**src/rtl/qam_pkg.sv**
```systemverilog
// Shared types and constants for the QAM demodulator sequencing controller.
package qam_pkg;

  typedef enum logic [1:0] {
    IDLE   = 2'd0,
    SETTLE = 2'd1,
    RUN    = 2'd2
  } state_t;

  localparam int SAMPLE_W  = 8;
  localparam int CARRIER_W = 8;
  localparam int PROD_W    = 16;

  // Symbol word layout: I (sine branch) in the upper bit, Q (cosine) below.
  localparam int SYM_W     = 2;
  localparam int SYM_I_BIT = 1;
  localparam int SYM_Q_BIT = 0;

endpackage

```
**src/rtl/qam_demod_ctrl_if.sv**
```systemverilog
// Decided-symbol valid/ready channel between the demodulator and its consumer.
interface qam_demod_ctrl_if;
  import qam_pkg::*;

  logic [SYM_W-1:0] sym_data;
  logic             sym_valid;
  logic             sym_ready;

  modport master (output sym_data, output sym_valid, input sym_ready);
  modport slave  (input sym_data, input sym_valid, output sym_ready);

endinterface

```
**src/rtl/qam_demod_ctrl_integrate_dump.sv**
```systemverilog
// One demodulator branch: carrier product, integrate over a symbol, dump and
// slice the sign of the completed sum.
module integrate_dump
  import qam_pkg::*;
#(
  parameter int ACC_W = 20
) (
  input  logic                        clk,
  input  logic                        vld_p0,
  input  logic                        dump_p0,
  input  logic signed [SAMPLE_W-1:0]  sample,
  input  logic signed [CARRIER_W-1:0] carrier,
  output logic                        dec
);

  logic signed [PROD_W-1:0] prod_p0;
  logic signed [ACC_W-1:0]  prod_ext_p0;
  logic signed [ACC_W-1:0]  sum_p0;
  logic signed [ACC_W-1:0]  acc_p1;

  // Strictly positive: a zero sum decides 0.
  function automatic logic slice_pos(input logic signed [ACC_W-1:0] s);
    return !s[ACC_W-1] && (s != '0);
  endfunction

  // p0: full-precision product folded into the running sum
  assign prod_p0     = PROD_W'(sample) * PROD_W'(carrier);
  assign prod_ext_p0 = {{(ACC_W-PROD_W){prod_p0[PROD_W-1]}}, prod_p0};
  assign sum_p0      = acc_p1 + prod_ext_p0;
  assign dec         = slice_pos(sum_p0);

  // p1: accumulator; idle cycles and symbol boundaries reload it to zero
  always_ff @(posedge clk) begin
    if (!vld_p0 || dump_p0) acc_p1 <= '0;
    else                    acc_p1 <= sum_p0;
  end

endmodule

```
**src/rtl/qam_demod_ctrl.sv**
```systemverilog
// QAM demodulator sequencer: carrier LUT addressing, settle/run FSM, I/Q
// integrate-and-dump branches and a one-entry symbol output register.
module qam_demod_ctrl
  import qam_pkg::*;
#(
  parameter int SAMPLES_PER_SYM = 16,
  parameter int LUT_DEPTH       = 16,
  parameter int SETTLE_SYMS     = 2,
  parameter int ACC_W           = 20
) (
  input  logic                           clk,
  input  logic                           rst,
  input  logic                           en,
  input  logic signed [SAMPLE_W-1:0]     input_signal,
  input  logic signed [CARRIER_W-1:0]    sin_in,
  input  logic signed [CARRIER_W-1:0]    cos_in,
  output logic [$clog2(LUT_DEPTH)-1:0]   lut_addr,
  qam_demod_ctrl_if.master               sym_if,
  output logic                           overrun,
  output logic                           busy,
  output logic [15:0]                    sym_count
);

  localparam int CNT_W       = $clog2(SAMPLES_PER_SYM);
  localparam int SET_W       = (SETTLE_SYMS > 1) ? $clog2(SETTLE_SYMS) : 1;
  localparam int SETTLE_LAST = (SETTLE_SYMS > 0) ? SETTLE_SYMS - 1 : 0;
  localparam logic [CNT_W-1:0] SAMP_LAST = CNT_W'(SAMPLES_PER_SYM - 1);

  state_t           state, state_n;
  logic [CNT_W-1:0] samp_cnt;
  logic [SET_W-1:0] settle_cnt;
  logic             vld_p0;
  logic             last_p0;
  logic             offer_p0;
  logic             load_p0;
  logic             dec_i, dec_q;
  logic [SYM_W-1:0] dec_word;

  // A sample is consumed only while active and still enabled; dropping en
  // abandons the partial symbol on the same edge.
  assign vld_p0  = (state != IDLE) && en;
  assign last_p0 = (samp_cnt == SAMP_LAST);

  always_comb begin
    state_n  = state;
    offer_p0 = 1'b0;
    busy     = (state != IDLE);
    unique case (state)
      IDLE:   if (en) state_n = (SETTLE_SYMS == 0) ? RUN : SETTLE;
      SETTLE: begin
        if (!en) state_n = IDLE;
        else if (last_p0 && (settle_cnt == SET_W'(SETTLE_LAST))) state_n = RUN;
      end
      RUN: begin
        if (!en) state_n = IDLE;
        offer_p0 = vld_p0 && last_p0;
      end
      default: state_n = IDLE;
    endcase
  end

  always_ff @(posedge clk) begin
    if (rst) state <= IDLE;
    else     state <= state_n;
  end

  always_ff @(posedge clk) begin
    if (rst || !vld_p0) begin
      lut_addr   <= '0;
      samp_cnt   <= '0;
      settle_cnt <= '0;
    end else begin
      lut_addr <= lut_addr + 1'b1;
      samp_cnt <= last_p0 ? '0 : samp_cnt + 1'b1;
      if ((state == SETTLE) && last_p0) settle_cnt <= settle_cnt + 1'b1;
    end
  end

  integrate_dump #(.ACC_W(ACC_W)) u_branch_i (
    .clk     (clk),
    .vld_p0  (vld_p0),
    .dump_p0 (last_p0),
    .sample  (input_signal),
    .carrier (sin_in),
    .dec     (dec_i)
  );

  integrate_dump #(.ACC_W(ACC_W)) u_branch_q (
    .clk     (clk),
    .vld_p0  (vld_p0),
    .dump_p0 (last_p0),
    .sample  (input_signal),
    .carrier (cos_in),
    .dec     (dec_q)
  );

  always_comb begin
    dec_word            = '0;
    dec_word[SYM_I_BIT] = dec_i;
    dec_word[SYM_Q_BIT] = dec_q;
  end

  // p1: output register; a concurrent accept frees the slot for a new load
  assign load_p0 = offer_p0 && (!sym_if.sym_valid || sym_if.sym_ready);

  always_ff @(posedge clk) begin
    if (rst) begin
      sym_if.sym_data  <= '0;
      sym_if.sym_valid <= 1'b0;
      overrun          <= 1'b0;
      sym_count        <= '0;
    end else begin
      if (load_p0) begin
        sym_if.sym_data  <= dec_word;
        sym_if.sym_valid <= 1'b1;
        sym_count        <= sym_count + 16'd1;
      end else if (sym_if.sym_valid && sym_if.sym_ready) begin
        sym_if.sym_valid <= 1'b0;
      end
      if (offer_p0 && !load_p0) overrun <= 1'b1;
    end
  end

endmodule

```
**src/flat_wrapper.sv**
```systemverilog
// flat-port wrapper written by rule: the top's interface ports become plain ports
module qam_demod_ctrl_flat import qam_pkg::*;
#(
  parameter int SAMPLES_PER_SYM = 16,
  parameter int LUT_DEPTH       = 16,
  parameter int SETTLE_SYMS     = 2,
  parameter int ACC_W           = 20
)
  (clk, rst, en, input_signal, sin_in, cos_in, lut_addr, overrun, busy, sym_count, sym_if_sym_data, sym_if_sym_valid, sym_if_sym_ready);
  qam_demod_ctrl_if sym_if_i ();
  input  logic clk;
  input  logic rst;
  input  logic en;
  input  logic signed [SAMPLE_W-1:0] input_signal;
  input  logic signed [CARRIER_W-1:0] sin_in;
  input  logic signed [CARRIER_W-1:0] cos_in;
  output logic [$clog2(LUT_DEPTH)-1:0] lut_addr;
  output logic overrun;
  output logic busy;
  output logic [15:0] sym_count;
  output wire logic [$bits(sym_if_i.sym_data)-1:0] sym_if_sym_data;
  output wire logic [$bits(sym_if_i.sym_valid)-1:0] sym_if_sym_valid;
  input wire logic [$bits(sym_if_i.sym_ready)-1:0] sym_if_sym_ready;
  assign sym_if_sym_data = sym_if_i.sym_data;
  assign sym_if_sym_valid = sym_if_i.sym_valid;
  assign sym_if_i.sym_ready = sym_if_sym_ready;
  qam_demod_ctrl #(.SAMPLES_PER_SYM(SAMPLES_PER_SYM), .LUT_DEPTH(LUT_DEPTH), .SETTLE_SYMS(SETTLE_SYMS), .ACC_W(ACC_W)) u_core (.clk(clk), .rst(rst), .en(en), .input_signal(input_signal), .sin_in(sin_in), .cos_in(cos_in), .lut_addr(lut_addr), .sym_if(sym_if_i), .overrun(overrun), .busy(busy), .sym_count(sym_count));
endmodule
```
**config.mk**
```make
export PLATFORM = sky130hd
export DESIGN_NAME = qam_demod_ctrl_flat
export DESIGN_NICKNAME = d
export VERILOG_FILES = /design/src/rtl/qam_pkg.sv /design/src/rtl/qam_demod_ctrl_if.sv /design/src/rtl/qam_demod_ctrl_integrate_dump.sv /design/src/rtl/qam_demod_ctrl.sv /design/src/flat_wrapper.sv
export SDC_FILE = /design/constraint.sdc
export NUM_CORES = 1
export LEC_CHECK = 0
export ABC_AREA = 1
export ABC_CLOCK_PERIOD_IN_PS = 11200
export BUFFER_PORTS_ARGS = -buffer_cell sky130_fd_sc_hd__buf_4
export CORE_MARGIN = 3
export CORE_UTILIZATION = 40
export CTS_CLUSTER_SIZE = 20
export DETAILED_ROUTE_END_ITERATION = 6
export HOLD_SLACK_MARGIN = 0.1
export PLACE_DENSITY_LB_ADDON = 0.2
export SLEW_MARGIN = 5
export SYNTH_ARGS = -nofsm -noshare
export SYNTH_HDL_FRONTEND = slang
export SYNTH_HIERARCHICAL = 1
export SYNTH_SLANG_ARGS = --single-unit
```
**constraint.sdc**
```tcl
create_clock -name clk -period 11.2 [get_ports clk]
set_input_delay 0 -clock clk [delete_from_list [all_inputs] [get_ports clk]]
set_output_delay 0 -clock clk [all_outputs]
set_load 0.05 [all_outputs]
```
Word-level counts from Yosys, hierarchy flattened
Cells that the tools add are included.
{"block": "totals", "in_bits": 28, "reg_bits": 71, "word_cells": 56, "out_inout_bits": 25}
{"block": "classes", "n_reduce_logical": 24, "addsub": 6, "eq_ne": 6, "mux": 8, "mul": 2}
{"operator": "adder 20 x 16 -> 20 bit", "n": 2}
{"operator": "nonzero test 20 bit", "n": 2}
{"operator": "multiplier 8 x 8 -> 16 bit", "n": 2}
{"operator": "adder 16 x 1 -> 16 bit (second input constant)", "n": 1}
{"operator": "logical AND 1 bit", "n": 9}
{"operator": "adder 4 x 1 -> 4 bit (second input constant)", "n": 2}
{"operator": "two-way mux 2 bit", "n": 4}
{"operator": "case mux 2 bit (3 select lines)", "n": 1}
{"operator": "zero test 1 bit", "n": 5}
{"operator": "equality test 4 bit (second input constant)", "n": 1}
{"operator": "inequality test 2 bit (second input constant)", "n": 2}
{"operator": "nonzero test 2 bit", "n": 2}
{"operator": "logical OR 1 bit", "n": 3}
{"operator": "two-way mux 1 bit", "n": 3}
{"operator": "inequality test 3 x 2 -> 1 bit (second input constant)", "n": 1}
{"operator": "AND reduction 3 bit", "n": 1}
{"operator": "equality test 2 x 1 -> 1 bit (second input constant)", "n": 1}
{"operator": "equality test 2 bit (second input constant)", "n": 1}
{"operator": "zero test 2 bit", "n": 1}
{"operator": "OR reduction 2 bit", "n": 1}
{"operator": "adder 1 bit (second input constant)", "n": 1}

Longest topological paths before layout
Gate-level depths: netlist of run 1.
{"block": "logic_depth", "word_depth": 7, "mapped_depth": 26, "mapped_depth_nobuf": 25}

By module
The synthesis of run 1 kept the hierarchy.
{"mod": "integrate_dump (u_core.u_branch_q)", "area_per_inst_um2": 4581.9, "seq_area_each_um2": 400.4, "cells_per_inst": 612, "n_inst": 1}
{"mod": "integrate_dump (u_core.u_branch_i)", "area_per_inst_um2": 4573.1, "seq_area_each_um2": 400.4, "cells_per_inst": 606, "n_inst": 1}
{"mod": "qam_demod_ctrl", "area_per_inst_um2": 1460.2, "seq_area_each_um2": 620.6, "cells_per_inst": 200, "n_inst": 1}

Worst setup path after synthesis of run 1
Ideal clock, no wire load.
{"block": "synth_path", "path_type": "input-to-reg", "from": "in sin_in[7]", "to": "reg u_core.sym_if.sym_data[1]", "slack_ps": 6769, "setup_time_ps": 132, "t_required_ps": 11068, "arrival_time_ps": 4299, "n_path_buf": 0, "path_stages": 22, "path_cell_list": "clkinv_1 > or2_2 > fa_1 > fa_1 > inv_1 > fa_1 > fa_1 > fa_1 > ha_1 > nand2_1 > nor2_1 > nand2_1 > nand3_1 > nand2_1 > nand2_1 > nand2_1 > nand2_1 > nand3_2 > nor2_1 > a21oi_1 > nand2_1 > a21oi_1"}
{"block": "synth_between", "elab_chain_cells": 4, "elab_cells_between_ends": 5, "cone_classes": "1 x add/sub; 1 x mul; 3 x reduce/logical"}
{"item": "start: declaration", "line": "flat_wrapper.sv:15", "rtl": "input logic signed [CARRIER_W-1:0] sin_in;"}
{"item": "multiplier 8 x 8 -> 16 bit *", "line": "qam_demod_ctrl_integrate_dump.sv:27", "rtl": "assign prod_p0 = PROD_W'(sample) * PROD_W'(carrier);"}
{"item": "adder 20 x 16 -> 20 bit *", "line": "qam_demod_ctrl_integrate_dump.sv:29", "rtl": "assign sum_p0 = acc_p1 + prod_ext_p0;"}
{"item": "nonzero test 20 bit or zero test 1 bit (tied branches)", "line": "qam_demod_ctrl_integrate_dump.sv:23", "rtl": "return !s[ACC_W-1] && (s != '0);"}
{"item": "logical AND 1 bit *", "line": "qam_demod_ctrl_integrate_dump.sv:23"}
{"item": "net u_core.dec_i", "line": "qam_demod_ctrl.sv:36", "rtl": "logic dec_i, dec_q;"}
{"item": "end signal: assignment", "line": "qam_demod_ctrl.sv:114", "rtl": "sym_if.sym_data <= dec_word;"}
{"item": "end: declaration", "line": "qam_demod_ctrl_if.sv:9", "rtl": "modport master (output sym_data, output sym_valid, input sym_ready);"}
Mark *: on every way through the listed nets, which the timed path passes. The rest lies on a longest branch.
A chain may end at the register's enable or synchronous reset.

Worst setup path after layout of run 1
{"block": "layout_path", "from": "reg u_core.u_branch_q.acc_p1[6]", "to": "reg u_core.sym_if.sym_data[0]"}
{"block": "layout_between", "elab_chain_cells": 3, "elab_cells_between_ends": 4, "cone_classes": "1 x add/sub; 3 x reduce/logical"}
{"item": "start: declaration", "line": "qam_demod_ctrl_integrate_dump.sv:19", "rtl": "logic signed [ACC_W-1:0] acc_p1;"}
{"item": "start signal: assignment", "line": "qam_demod_ctrl_integrate_dump.sv:35", "rtl": "else acc_p1 <= sum_p0;"}
{"item": "adder 20 x 16 -> 20 bit *", "line": "qam_demod_ctrl_integrate_dump.sv:29"}
{"item": "nonzero test 20 bit or zero test 1 bit (tied branches)", "line": "qam_demod_ctrl_integrate_dump.sv:23"}
{"item": "logical AND 1 bit *", "line": "qam_demod_ctrl_integrate_dump.sv:23"}
{"item": "net u_core.dec_q", "line": "qam_demod_ctrl.sv:36"}
Marks and branches as above.

==> results of run 1 <==
-- state kept, by name (all words and copies together), names as in the netlist --
register and count:
u_core/state 2, u_core/u_branch_q/acc_p1 20, u_core/lut_addr 4, u_core/sym_if.sym_data 2
u_core/overrun 1, u_core/sym_count 16, u_core/sym_if.sym_valid 1, u_core/samp_cnt 4
u_core/settle_cnt 1, u_core/u_branch_i/acc_p1 20
-- repair_timing --
action	in CTS	in global routing
hold buffers	3	0
resized for setup	0	0
hold endpoints to repair	9	0
-- where the power goes --
part | internal, mW | total [mW] | switching (mW)
registers | 0.280 | 0.292 | 0.0125
clock network | 0.155 | 0.282 | 0.127
logic | 1.07 | 2.86 | 1.79
-- critical path: cells and delay by family, from the launching register on --
family,cells,cell delay (ps)
AO/OA/AOI/OAI,1,50
AND/OR/NAND/NOR,13,1110
flip-flops,1,300
adder cells (fa/ha/maj),6,2800
buffers and inverters,5,250
-- layout make-up --
class	instances	area share, %
multi-input cells	930	65.7
inverters	379	12.3
flip-flops and latches	71	12.3
repair buffers	55	3.63
well taps	330	3.57
clock buffers	9	1.95
clock inverters	7	0.551
-- kinds of logic after synthesis --
| kind of cell | share of synthesized area [%] |
|---|---|
| buf+inv | 14.9 |
| flops | 13.4 |
| simple gates | 23.9 |
| xor+xnor | 1.07 |
| fa+ha+maj | 44.4 |
| compound gates | 2.38 |
-- worst max path at each step --
stage                                           start                        end  slack (ps)
after floorplan                             sin_in[7]  u_core/sym_if.sym_data[1]        6770
final                     u_core/u_branch_q/acc_p1[6]  u_core/sym_if.sym_data[0]        6560
after CTS                 u_core/u_branch_q/acc_p1[6]  u_core/sym_if.sym_data[0]        6570
after detailed placement                    sin_in[7]  u_core/sym_if.sym_data[1]        6220
after global placement                      sin_in[7]  u_core/sym_if.sym_data[1]        6320
after global routing                        sin_in[7]  u_core/sym_if.sym_data[1]        6190
-- per-stage QoR --
step | hold slack (ps) | utilization [%] | area, µm² | setup WS [ps]
2_1_floorplan | 162 | - | 10600 | 6770
3_3_place_gp | 284 | 44.0 | 11300 | 6320
3_5_place_dp | 289 | 44.0 | 11300 | 6220
4_1_cts | 155 | 45.2 | 11600 | 6570
5_1_grt | 195 | 45.2 | 11600 | 6190
6_report | 174 | 45.2 | 11600 | 6560
-- routing by layer --
metal	vias to the layer above	GRT usage, %	wire (µm)
li1	4171	-	-
met1	3821	24.7	11100
met2	125	27.1	9940
met3	15	2.71	851
met4	0	2.92	187
met5	-	0	0
-- cells in the final DEF, fill, tap and decap left out, types with 4 or more instances in the layout --
| cell type | netlist | layout |
|---|---|---|
| nand4_1 | 15 | 15 |
| buf_4 | 0 | 52 |
| nor3_1 | 9 | 9 |
| nand3_1 | 56 | 56 |
| nor2_4 | 4 | 4 |
| nand3b_1 | 7 | 7 |
| nor2_2 | 4 | 4 |
| nand2_2 | 9 | 9 |
| fa_1 | 176 | 176 |
| xnor2_1 | 7 | 7 |
| xor2_1 | 6 | 6 |
| dfxtp_1 | 71 | 71 |
| o21ai_0 | 5 | 5 |
| ha_1 | 95 | 95 |
| clkbuf_16 | 0 | 9 |
| inv_1 | 372 | 372 |
| nand2_1 | 361 | 361 |
| inv_2 | 5 | 5 |
| a21oi_1 | 34 | 34 |
| nor2_1 | 120 | 120 |
==> summary.md, run 1 <==
| Metric | Value |
|---|---|
| Total power | 3.44 mW |
| TritonCTS Buffers | 9 |
| Most common library cells after synthesis | 372 x inv_1, 361 x nand2_1, 176 x fa_1, 120 x nor2_1, 95 x ha_1 |
| Critical path endpoint category | flip-flop |
| Flop2flop setup slack | 6560 ps |
| Routed length per placed instance | 12.4 µm |
| Sequential fraction of the synthesis area | 13.4% |
| Final GP Congestion | 0.851 |
| Total clock sinks | 71 |
| Core ar. | 0.0256 mm² |
| Worst EP required | 11,430 ps |
| Worst IR Drop VDD | 173 µV |
| DR vias/cell | 4.57 |
| MaxCap Viol Count | 0 |
| Inst Count DP | 1,762 |
| Vias in the first global route | 8,449 |
| H-tree depth | 3 |
| Cell Pwr Density | 297 mW/mm² |
| Post-synth design cell area | 0.0106 mm² |
| Post-synth top area share | 33.2% |
| Max-slew headroom | 47.8% |
| CTS root buf | clkbuf_16 |
| Syn-to-layout area delta | 9.08% |
| Min-delay src | sym_if_sym_ready |
| F_max | 0.216 GHz |
| Number of diodes | 0 |
| Cell with the most instances after synthesis | inv_1 |
| Lkg Pwr | 6.66 nW |
| CP Max Fanout | 6 |
| Crit-path slowest cell | fa_1 |
| Worst hold stages | 5 |
| Row Count | 58 |
| Detailed Routing Iterations Pass 1 | 5 |
| Clk_skew | 9.64 ps |
| Main flop type after synthesis | dfxtp_1 |
| CTS tree | yes |
| Antenna violations before repair | 0 |
| Clk buf depth | 2 |
| First-pass GRT wire length | 40,100 µm |
| CP peak stage delay | 530 ps |
| Clock-pin slew on the worst setup and hold paths | 70 ps |
| Die width | 169 µm |
| Asr flop ratio synth | 0% |
| Layout cells sized above 1 | 6.96% |
| Fill count | 2,596 |
| Max Slew Vio Count | 0 |
| Die ar. | 0.0285 mm² |
| Period minus WS final | 4640 ps |
| Post-route setup TNS | 0 ps |
| Initial Util | 41.4% |
| Outcome | complete, no violations |
| Setup Crit Path Kind | flip-flop to flip-flop |
| RSZ-0062 raised after global routing | no |
| YS warnings | 6 |
| Hold Violations, Final | 0 |
| Remaining DRCs | 0 |
| Non-filler cells in the finished layout | 1,781 |
| Synth cell types | 36 |
| Final Net Count | 1,745 |
| RR Endpoint | u_core/sym_if.sym_data[0] |
| Final period util | 41.4% |
| Io pins | 53 |
| CP Launch Type | flip-flop |
| Antenna viol nets, final | 0 |
| Cells after synthesis | 1,418 |
| IO buf count | 52 |
| FF/Latch Area | 0.00142 mm² |
| CP arrival | 4870 ps |
| Final setup viols | 0 |
| Synth area leader | fa_1 |
| Worst Reg-to-Reg Cells | 25 |
| Post-CTS setup buffer count | 0 |
| Die Height | 169 µm |
| Worst hold endpoint | u_core/overrun |
| CP dominant cell by count | nand2_1 |
| Overflow after GRT | 0 |
| Hold WC Path Type | input port to flip-flop |
| Worst r2r src | u_core/u_branch_q/acc_p1[6] |
| Flip-flop and latch count after synthesis | 71 |
| Largest net degree at the start of global routing | 21 |
| Hpwl dp | 19,000 µm |
| Total GRT Usage | 17.0% |
| Multi-input gate area | 0.00761 mm² |
| Tightest Pin Transition | 781 ps |
| Detailed-route via count | 8,132 |
| Mapped Avg Cell Area | 7.49 µm² |
| Mapped Nets | 1,717 |
| Detailed Route Iter0 Violations | 470 |
| Ranking of synthesized cells by area | fa_1 33%, dfxtp_1 13%, inv_1 13%, nand2_1 13%, ha_1 11% |
| WL final | 22,100 µm |
| Worst-Skew Late Latency | 350 ps |
| Post-synth EDFFs | 0 |
No activity file was read; power rests on OpenSTA's default activity.
==> run 2: changes to the inputs <==
- ABC_CLOCK_PERIOD_IN_PS: 11200 -> 4700
- clock period: 11.2 -> 4.7 ns (I/O delays scaled with it)
==> run 2 against run 1 <==
Non-clock buffer count rose by 50. Global-route usage barely moved. Via count rose by 2.0%. Clock-buffer cell count did not move. Critical path type unchanged.
==> summary.md, run 2 (synthesis gave the netlist of run 1 again) <==
| Metric | Value |
|---|---|
| Outcome | complete, no violations |
| Tightest Pin Transition | 781 ps (+0.643 ps) |
| CP Max Fanout | 6 (unchanged) |
| Top Registers | u_core/u_branch_i/acc_p1 (20), u_core/u_branch_q/acc_p1 (20), u_core/sym_count (16) |
| Critical path endpoint category | flip-flop |
| Inst Count DP | 1,809 (+2.7%) |
| Hold WC Path Type | input port to flip-flop |
| Largest net degree at the start of global routing | 21 (unchanged) |
| DR vias/cell | 4.53 (-0.78%) |
| Clk_skew | 13.6 ps (+3.92 ps) |
| MaxCap Viol Count | 0 (unchanged) |
| Final period util | 95.1% (+54 points) |
| WL final | 22,500 µm (+1.8%) |
| Detailed Routing Iterations Pass 1 | 5 (unchanged) |
| CP arrival | 4700 ps (-170 ps) |
| Die Height | 169 µm (unchanged) |
| Fin Hold WS | 223 ps (+49.4 ps) |
| Detailed-route via count | 8,295 (+2.0%) |
| First-pass GRT wire length | 40,400 µm (+0.69%) |
| Io pins | 53 (unchanged) |
| Detailed Route Iter0 Violations | 372 (-21%) |
| Commonest non-fill, non-tap cells in the layout | 368 x inv_1, 344 x nand2_1, 171 x fa_1, 113 x nor2_1, 97 x buf_4 |
| Hpwl dp | 19,200 µm (+1.1%) |
| RSZ-0062 raised after global routing | yes |
| Final Net Count | 1,795 (+2.9%) |
| Clk buf depth | 2 (unchanged) |
| Number of diodes | 0 (unchanged) |
| CTS tree | yes |
| Total GRT Usage | 17.0% (+0.037 points) |
| Max Slew Vio Count | 0 (unchanged) |
| Post-DP Area | 0.0117 mm² (+3.6%) |
| Commonest non-fill, non-tap cell in the layout | inv_1 |
| Final setup viols | 0 (unchanged) |
| Fill count | 2,580 (-0.62%) |
| Post-layout instance area | 0.0122 mm² (+5.5%) |
| Setup Crit Path Kind | flip-flop to flip-flop |
| Clock-pin slew on the worst setup and hold paths | 60 ps (about the same) |
| Routed length per placed instance | 12.3 µm (-1.0%) |
| TritonCTS Buffers | 9 (unchanged) |
| Grt met3 use | 2.24% (-0.47 points) |
| Syn-to-layout area delta | 15.1% |
| F_max | 0.224 GHz (+3.8%) |
| Hold Violations, Final | 0 (unchanged) |
| Die ar. | 0.0285 mm² (unchanged) |
| Max-slew headroom | 47.8% (about the same) |
| Worst-Skew Late Latency | 350 ps (about the same) |
| Period minus WS final | 4470 ps (-169 ps) |
| Layout cells sized above 1 | 13.3% (+6.3 points) |
| Die width | 169 µm (unchanged) |
| Antenna violations before repair | 0 (unchanged) |
| Met2 Use GR | 27.2% (+0.12 points) |
| Worst EP required | 4930 ps (-6500 ps) |
| Initial Util | 41.4% (unchanged) |
| Core ar. | 0.0256 mm² (unchanged) |
| CTS root buf | clkbuf_16 |
| Non-filler cells in the finished layout | 1,831 (+2.8%) |
| H-tree depth | 3 (unchanged) |
| Met1 Usage GRT | 24.6% (-0.075 points) |
| Gr busiest metal | met2 |
| Antenna viol nets, final | 0 (unchanged) |
| Total clock sinks | 71 (unchanged) |
| IO buf count | 52 (unchanged) |
| Vias in the first global route | 8,503 (+0.64%) |
| Overflow after GRT | 0 (unchanged) |
| Final GP Congestion | 0.871 (+2.4%) |
| Final core occ | 47.7% (+2.5 points) |
| CP Launch Type | flip-flop |
| Row Count | 58 (unchanged) |
| Remaining DRCs | 0 (unchanged) |
==> run 2: critical path: stages, from the launching register on <==
cell and delay, ps:
dfxtp_1 310, inv_1 50, fa_1 520, inv_1 50
fa_1 500, inv_1 50, fa_1 490, inv_1 70
fa_2 390, fa_1 530, ha_4 320, nand2_1 60
nand2_1 80, inv_1 60, nand2_2 80, nand2_1 50
nand2_1 70, nand3_1 90, nor2_1 150, nand3_1 100
nor2_2 120, a21oi_1 80, nand2_1 60, a21oi_1 50
==> run 2: cell type report <==
type                    count  area (µm²)  area share, %
repair buffers            105         848           6.95
inverters                 379        1420           11.6
well taps                 330         413           3.38
clock buffers               9         225           1.84
flip-flops and latches     71        1420           11.6
multi-input cells         930        7820           64.0
clock inverters             7        66.3          0.543
==> run 2: routing by layer <==
metal  wire length [µm]  vias to the layer above
met1              11100                     3877
li1                   -                     4273
met4                276                        0
met5                  0                        -
met3                829                       18
met2              10200                      127
==> run 2: worst paths after layout <==
check             slack, ps  depth (start not counted)                        start                           to
setup / recovery        230                         23  u_core/u_branch_i/acc_p1[6]    u_core/sym_if.sym_data[1]
hold / removal          220                          6                    sin_in[0]  u_core/u_branch_i/acc_p1[0]
setup reg to reg        230                         23  u_core/u_branch_i/acc_p1[6]    u_core/sym_if.sym_data[1]
hold reg to reg         450                          1           u_core/samp_cnt[0]           u_core/samp_cnt[0]
==> run 2: per-stage QoR <==
step	setup TNS, ps	setup WS, ps
6_report	0	229
5_1_grt	-37.8	-37.8
4_1_cts	0	68.8
3_5_place_dp	-44.9	-26.9
3_3_place_gp	-5.09	-5.09
2_1_floorplan	0	269
==> run 2: repair_timing <==
action	in CTS	in global routing
setup buffers	0	2
hold endpoints to repair	9	0
setup endpoints to repair	0	2
hold buffers	4	0
resized for setup	0	56
Power of run 2 is left out: the tool's default activity adds up to more than one toggle a clock period on the data nets, which glitch-free logic cannot reach.
==> run 3: changes to the inputs <==
- CELL_PAD_IN_SITES_DETAIL_PLACEMENT: not set -> 0
- CELL_PAD_IN_SITES_GLOBAL_PLACEMENT: not set -> 1
- GPL_TIMING_DRIVEN: not set -> 1
- TNS_END_PERCENT: not set -> 30
==> run 3 against run 2 <==
Die area is the same. Maximum frequency shrank 0.38%. Utilization grew 0.22 points. Cell count grew 0.60%. Via count grew 0.36%. Critical endpoint is now u_core/sym_if.sym_data[0]. Highest routed layer unchanged.
==> summary.md, run 3 (synthesis gave the netlist of run 1 again) <==
| Metric | Value |
|---|---|
| Layout cells sized above 1 | 12.5% (-0.76 points) |
| Final Net Count | 1,806 (+0.61%) |
| Hpwl dp | 20,000 µm (+4.1%) |
| Detailed-route via count | 8,325 (+0.36%) |
| Total GRT Usage | 17.5% (+0.52 points) |
| Outcome | complete, no violations |
| Worst-Skew Late Latency | 350 ps (about the same) |
| Crit path cell chain | inv_1 -> fa_1 -> inv_1 -> fa_1 -> inv_1 -> fa_1 -> inv_1 -> fa_1 -> fa_1 -> ha_4 -> nand2_1 -> nand2_1 -> nand2_1 -> nand3_1 -> nand2_1 -> nand2_1 -> nor2_2 -> nand2_1 -> nor2_1 -> nand2_1 -> nor2_1 -> nor2_1 -> nand2_1 -> a21oi_1 |
| IO buf count | 52 (unchanged) |
| Die width | 169 µm (unchanged) |
| Clock-pin slew on the worst setup and hold paths | 70 ps (about the same) |
| Setup Crit Path Kind | flip-flop to flip-flop |
| Initial Util | 41.4% (unchanged) |
| Hold Violations, Final | 0 (unchanged) |
| Commonest non-fill, non-tap cell in the layout | inv_1 |
| Row Count | 58 (unchanged) |
| CTS tree | yes |
| First-pass GRT wire length | 41,300 µm (+2.3%) |
| Die Height | 169 µm (unchanged) |
| Hold WC Path Type | input port to flip-flop |
| Inst Count DP | 1,821 (+0.66%) |
| Core ar. | 0.0256 mm² (unchanged) |
| Routed length per placed instance | 12.7 µm (+3.7%) |
| CP dominant cell by count | nand2_1 |
| CP Max Fanout | 5 (-1) |
| Non-filler cells in the finished layout | 1,842 (+0.60%) |
| Syn-to-layout area delta | 15.6% |
| Die ar. | 0.0285 mm² (unchanged) |
| CP arrival | 4730 ps (+30 ps) |
| RSZ-0062 raised after global routing | yes |
| Max Slew Vio Count | 0 (unchanged) |
| Final setup viols | 0 (unchanged) |
| Final period util | 95.5% (+0.36 points) |
| CP peak stage delay | 540 ps (about the same) |
| Crit-path slowest cell | fa_1 |
| Antenna viol nets, final | 0 (unchanged) |
| WL final | 23,400 µm (+4.3%) |
| Top Registers | u_core/u_branch_i/acc_p1 (20), u_core/u_branch_q/acc_p1 (20), u_core/sym_count (16) |
| Vias in the first global route | 8,533 (+0.35%) |
| Buf/Inv on CP | 4 (-1) |
| Post-route setup TNS | 0 ps (unchanged) |
| Detailed Route Iter0 Violations | 327 (-12%) |
| CTS root buf | clkbuf_16 |
| Remaining DRCs | 0 (unchanged) |
| Detailed Routing Iterations Pass 1 | 6 (+1) |
| Overflow after GRT | 0 (unchanged) |
| TritonCTS Buffers | 9 (unchanged) |
| Clk buf depth | 2 (unchanged) |
| CP Launch Type | flip-flop |
| Critical path endpoint category | flip-flop |
| Tightest Pin Transition | 810 ps (+28.8 ps) |
| Period minus WS final | 4490 ps (+17.1 ps) |
| Max-slew headroom | 45.9% (-1.9 points) |
| H-tree depth | 3 (unchanged) |
| Commonest non-fill, non-tap cells in the layout | 372 x inv_1, 355 x nand2_1, 173 x fa_1, 114 x nor2_1, 106 x buf_4 |
| Clk_skew | 8.91 ps (-4.65 ps) |
| MaxCap Viol Count | 0 (unchanged) |
| Worst EP required | 4940 ps (about the same) |
| DR vias/cell | 4.52 (-0.24%) |
| Largest net degree at the start of global routing | 21 (unchanged) |
| Number of diodes | 0 (unchanged) |
| F_max | 0.223 GHz (-0.38%) |
| Family with the most delay on the worst path | adder cells |
| Antenna violations before repair | 0 (unchanged) |
| Fin Hold WS | 195 ps (-28.6 ps) |
| Total clock sinks | 71 (unchanged) |
| Final GP Congestion | 0.836 (-4.1%) |
| Io pins | 53 (unchanged) |
run 3: changes by cell type in the layout (fill, tap and decap cells not counted), sizes merged:
cell,change
clkinv,-1
buf,+11
inv,-3
bufinv,+1
clkinvlp,+3
run 3: final timing paths:
check / cells after the start / start / end / slack, ps
worst max-delay path: 24 / u_core/u_branch_q/acc_p1[6] / u_core/sym_if.sym_data[0] / 210
worst max register to register: 24 / u_core/u_branch_q/acc_p1[6] / u_core/sym_if.sym_data[0] / 210
worst min register to register: 1 / u_core/samp_cnt[0] / u_core/samp_cnt[0] / 450
worst min-delay path: 6 / cos_in[0] / u_core/u_branch_q/acc_p1[0] / 190
run 3: layout make-up:
type / instances / area [µm²]
repair buffers: 116 / 956
inverters: 379 / 1420
flip-flops and latches: 71 / 1420
fillers: 2654 / 13300
well taps: 330 / 413
clock buffers: 9 / 225
clock inverters: 7 / 78.8
multi-input cells: 930 / 7750
run 3: layer usage:
metal	track usage, %	vias to the layer above	wire length, µm
met5	0	-	0
met4	3.31	0	204
met3	1.77	12	658
met2	28.6	92	10800
met1	25.5	3925	11800
li1	-	4296	-
run 3: what timing repair did:
| item | CTS | global route |
|---|---|---|
| hold buffers | 4 | 0 |
| endpoints found under the hold margin | 9 | 0 |
| setup buffers | 0 | 1 |
| pin swaps | 0 | 5 |
| resized for setup | 1 | 29 |
| endpoints found under the setup margin | 1 | 2 |
run 3: through the flow:
step                      utilization, %  worst slack (ps)  area [µm²]
after global placement              46.0             -68.8       11800
after detailed placement            46.0             -29.0       11800
after floorplan                        -               269       10600
after CTS                           47.3              34.6       12100
after global routing                47.9             -48.7       12300
final                               47.9               212       12300
run 3: worst min-delay path, cell delays in order:
cell     delay, ps
buf_4          150
nand2_1         60
inv_1           50
ha_1           130
inv_1           40
nor2_1          80
Power of run 3 is left out for the same reason.
